`config.mk`:
```
export PLATFORM = sky130hd
export DESIGN_NAME = quarantine_ctrl
export DESIGN_NICKNAME = d
export VERILOG_FILES = /design/src/rtl/quarantine_ctrl.sv
export SDC_FILE = /design/constraint.sdc
export NUM_CORES = 1
export LEC_CHECK = 0
export ABC_AREA = 0
export CORE_MARGIN = 8
export CORE_UTILIZATION = 56
export DETAILED_ROUTE_END_ITERATION = 10
export PLACE_DENSITY = 0.69
export SLEW_MARGIN = 20
export SYNTH_ARGS = -nofsm -noshare
export SYNTH_HDL_FRONTEND = slang
export SYNTH_SLANG_ARGS = --single-unit
```
`constraint.sdc`:
```
create_clock -name CLOCK -period 3.6 [get_ports CLOCK]
set_clock_uncertainty 0.05 [all_clocks]
set_input_delay 0.54 -clock CLOCK [delete_from_list [all_inputs] [get_ports CLOCK]]
set_output_delay 0.54 -clock CLOCK [all_outputs]
set_load 0.05 [all_outputs]
```
`src/rtl/quarantine_ctrl.sv`:
```
// quarantine_ctrl: debounced start / four-phase completion handshake for the LED countdown
//   CLOCK      system clock, the only clock
//   RESETN     asynchronous active-low reset
//   btnC       raw push-button (asynchronous, bouncy)
//   resetQUAR  countdown-complete level from the slow animation domain
//   QUAR       requests and sustains a countdown
//   resetFLAG  completion acknowledge, held until resetQUAR drops
//   BUSY       high whenever the controller is not idle
//   ERR        sticky timeout flag, cleared by the next accepted press
module quarantine_ctrl #(
    parameter int unsigned DEBOUNCE_CYCLES = 1_000_000,
    parameter int unsigned TIMEOUT_CYCLES  = 32'd3_000_000_000
) (
    input  logic CLOCK,
    input  logic RESETN,
    input  logic btnC,
    input  logic resetQUAR,
    output logic QUAR,
    output logic resetFLAG,
    output logic BUSY,
    output logic ERR
);
    localparam logic [1:0] IDLE = 2'd0, RUN = 2'd1, ACK = 2'd2;
    logic [1:0]  b_sync, rq_sync, state;
    logic        b_s, rq_s, b_db, b_prev, press;
    logic [31:0] db_cnt, t_cnt;
    assign b_s   = b_sync[1];
    assign rq_s  = rq_sync[1];
    assign press = b_db & ~b_prev;
    always_ff @(posedge CLOCK or negedge RESETN) begin
        if (!RESETN) begin
            b_sync    <= '0;
            rq_sync   <= '0;
            b_db      <= 1'b0;
            b_prev    <= 1'b0;
            db_cnt    <= '0;
            t_cnt     <= '0;
            state     <= IDLE;
            QUAR      <= 1'b0;
            resetFLAG <= 1'b0;
            BUSY      <= 1'b0;
            ERR       <= 1'b0;
        end else begin
            b_sync  <= {b_sync[0], btnC};
            rq_sync <= {rq_sync[0], resetQUAR};
            b_prev  <= b_db;
            // The level is accepted on the edge that would make the count reach
            // DEBOUNCE_CYCLES, so press-to-QUAR is exactly DEBOUNCE_CYCLES + 3.
            if (b_s == b_db)
                db_cnt <= '0;
            else if (db_cnt == DEBOUNCE_CYCLES - 1) begin
                b_db   <= b_s;
                db_cnt <= '0;
            end else
                db_cnt <= db_cnt + 1;
            case (state)
                IDLE: begin
                    // A completion still asserted from an earlier run is acknowledged first.
                    if (rq_s) begin
                        state     <= ACK;
                        resetFLAG <= 1'b1;
                        BUSY      <= 1'b1;
                    end else if (press) begin
                        state <= RUN;
                        QUAR  <= 1'b1;
                        BUSY  <= 1'b1;
                        ERR   <= 1'b0;
                        t_cnt <= '0;
                    end
                end
                RUN: begin
                    if (rq_s) begin
                        state     <= ACK;
                        QUAR      <= 1'b0;
                        resetFLAG <= 1'b1;
                    end else if (t_cnt == TIMEOUT_CYCLES) begin
                        state <= IDLE;
                        QUAR  <= 1'b0;
                        BUSY  <= 1'b0;
                        ERR   <= 1'b1;
                    end else
                        t_cnt <= t_cnt + 1;
                end
                ACK: begin
                    if (!rq_s) begin
                        state     <= IDLE;
                        resetFLAG <= 1'b0;
                        BUSY      <= 1'b0;
                    end
                end
                default: state <= IDLE;
            endcase
        end
    end
endmodule
```
==> flow_summary.ini <==
[sta]
rsz0062_at_grt = false
post-route-min-period_ns = 2.77
max_freq_mhz = 361
fin_crit_sh_pct = 76.9
slew_headroom_pct = 38.2
hold_viol_final = 0
setup_viol = 0
tightest_slew_ns = 0.928
slew_violations = 0
tns_ns = 0

[route]
m1WireLength_microns = 3920
via_count = 3272
vias_per_cell = 5.99
dr_wl_met3_microns = 281
drt_wl_total_microns = 8550
first_pass_iters = 4
topRoutingLayerUsed = met4
wl_per_cell_microns = 15.7
antenna_left = 0
routed-wl-met2_microns = 4240
drc = 0
drt-initial-drc-count = 199

[cells_and_area]
fin_area_sq_mm = 0.00439
multi_input_area_sq_mm = 0.00203
area_delta_synth_final_pct = 7.44
final_cell_mix = dfrtp_1, nor2_1, nand2_1
nets = 453
final_common_cell = dfrtp_1
seq_area_sq_mm = 0.00190
diodes = 0
drive_gt1_share_pct = 5.59
fin_cells = 546
fillCellCount = 644
finish.utilization_pct = 61.2

[placed_design]
placed_area_sq_mm = 0.00420
gp_congestion = 0.807
port_buffers = 7
hpwl_microns = 5660
dp_cells = 530

[power]
swShare_pct = 25.8
share_seq_of_total_power_pct = 53.2
ir_worst_vdd_mv = 0.359
power_mw = 1.68
pwr-share-comb_pct = 11.0
power.density_mw_per_mm2 = 382
p_int_mw = 1.25
p_switching_mw = 0.433
p_leak_nw = 1.75
clkPwrFrac_pct = 35.8

[synth]
yosys_register_bits = 76
synth_seq_area_share_pct = 46.6
synthArstFlopShare_pct = 100
synth_edf_count = 0
synthTopCellsByArea = dfrtp_1, nor2_1, xnor2_1
syn_inst = 441
yosysTopAreaCellShare_pct = 46.6
syn-num-nets = 452
ys_types = 55
yosysTopAreaCell = dfrtp_1
syn_area_per_cell_sq_um = 9.26
synth_area_sq_mm = 0.00409
synthFlopType = dfrtp_1
yosys_warnings = 0

[cts]
clock_sinks = 76
postCtsSetupBuffers = 0
cts_tree = done
clock_latency_ns = 0.35
cts_buffers = 9
htree_levels = 3
cts_resized = 0
cts_max_path_buffers = 2
cts_hold_buffers = 0
root_buffer = clkbuf_8
path_clk_slew_ns = 0.08

[grt]
grt_max_degree = 77
grt_overflow_total = 0
antenna_found_initial = 0
first_global_vias = 3221
grt_pass1_wl_microns = 15000
grt_use_total_pct = 18.4

[critical_path]
worstPathRequired_ns = 3.75
cp_cell_sequence = inv_1, ha_1, or4bb_1, or4_1, o211ai_1, o21ai_0, a21boi_0
critical_path_class = flop to flop
crit_slowest_cell = or4_1
start_kind = flop
end_kind = flop
crit_family = simple AND/OR/NAND/NOR gates
cp_num_buf_inv = 1
max_stage_delay_ns = 0.66
cp_max_fo = 6
critPathArrivalTime_ns = 2.92

[floorplan]
io_pins = 8
core_area_sq_mm = 0.00718
initial_core_util_pct = 56.9
die_w_microns = 101
die_h_microns = 101
rows = 31
dieArea_sq_mm = 0.0103

[run]
drv_cap = 0

[status]
outcome = complete, no violations

[worst_hold_path]
min_path_type = primary input to async pin
## state kept, by name (all words and copies together), names as in the netlist
register,cells
db_cnt,32
t_cnt,32
b_sync,2
rq_sync,2
state,2
BUSY,1
ERR,1
QUAR,1
b_db,1
b_prev,1
resetFLAG,1
## synthesized netlist by cell type, types with 2 or more instances
master / n
nand2b_1: 6
buf_2: 2
nand4_1: 16
a21oi_1: 16
and4b_1: 2
xor2_1: 10
inv_1: 16
nor4_1: 14
a41oi_1: 10
o31ai_1: 3
a22o_1: 2
o21ai_1: 2
nor3_1: 16
dfrtp_1: 76
a31oi_1: 24
o21ai_0: 14
and3_1: 9
mux2i_1: 3
and4_1: 6
or4_1: 3
ha_1: 7
xnor2_1: 19
a221o_1: 2
and2_1: 3
or3_1: 3
nand3_1: 25
clkbuf_1: 14
buf_6: 3
nor2_1: 50
nand2_1: 39
a21boi_0: 2
## metal layers
layer	vias to the layer above	GRT usage, %
met5	-	0
met1	1601	21.7
li1	1621	-
met3	6	4.88
met2	44	31.5
met4	0	6.19
## stage by stage
stage | hold WS (ns) | setup WS (ns)
after floorplan | 0.194 | 1.09
after global placement | 0.284 | 0.954
final | 0.278 | 0.832
after CTS | 0.295 | 0.869
after detailed placement | 0.294 | 0.877
after global routing | 0.297 | 0.623
## power groups by stage
stage | clock network (mW) | logic [mW] | registers (mW)
6_report | 0.601 | 0.184 | 0.893
5_1_grt | 0.659 | 0.201 | 0.895
4_1_cts | 0.627 | 0.186 | 0.892
3_5_place_dp | 0 | 0.186 | 0.909
3_3_place_gp | 0 | 0.182 | 0.908
2_1_floorplan | 0 | 0.0835 | 0.944
## path summary, 6_finish.rpt
kind / from / endpoint / slack [ns] / cells after the start
max: t_cnt[0] / t_cnt[17] / 0.83 / 7
min: RESETN / db_cnt[19] / 0.28 / 1
max reg2reg: t_cnt[0] / t_cnt[17] / 0.83 / 7
min reg2reg: rq_sync[0] / rq_sync[1] / 0.29 / 0
max in group asynchronous: RESETN / t_cnt[15] / 2.62 / 1
min in group CLOCK: rq_sync[0] / rq_sync[1] / 0.29 / 0
## logic make-up after synthesis
group | Yosys count | share of synthesized area (%)
flops | 76 | 46.6
xor+xnor | 29 | 6.22
simple gates | 202 | 25.6
fa+ha+maj | 7 | 2.14
mux | 4 | 1.01
compound gates | 88 | 14.6
buf+inv | 35 | 3.83
## layout make-up
type                       instances  area share [%]
timing repair buffer               9            1.88
inverter                          16            1.37
multi-input combinational        330            46.3
clock inverter                     3           0.428
clock buffer                      13            3.85
tap                               99            2.82
sequential                        76            43.3
(Power assumes the default switching activity.)
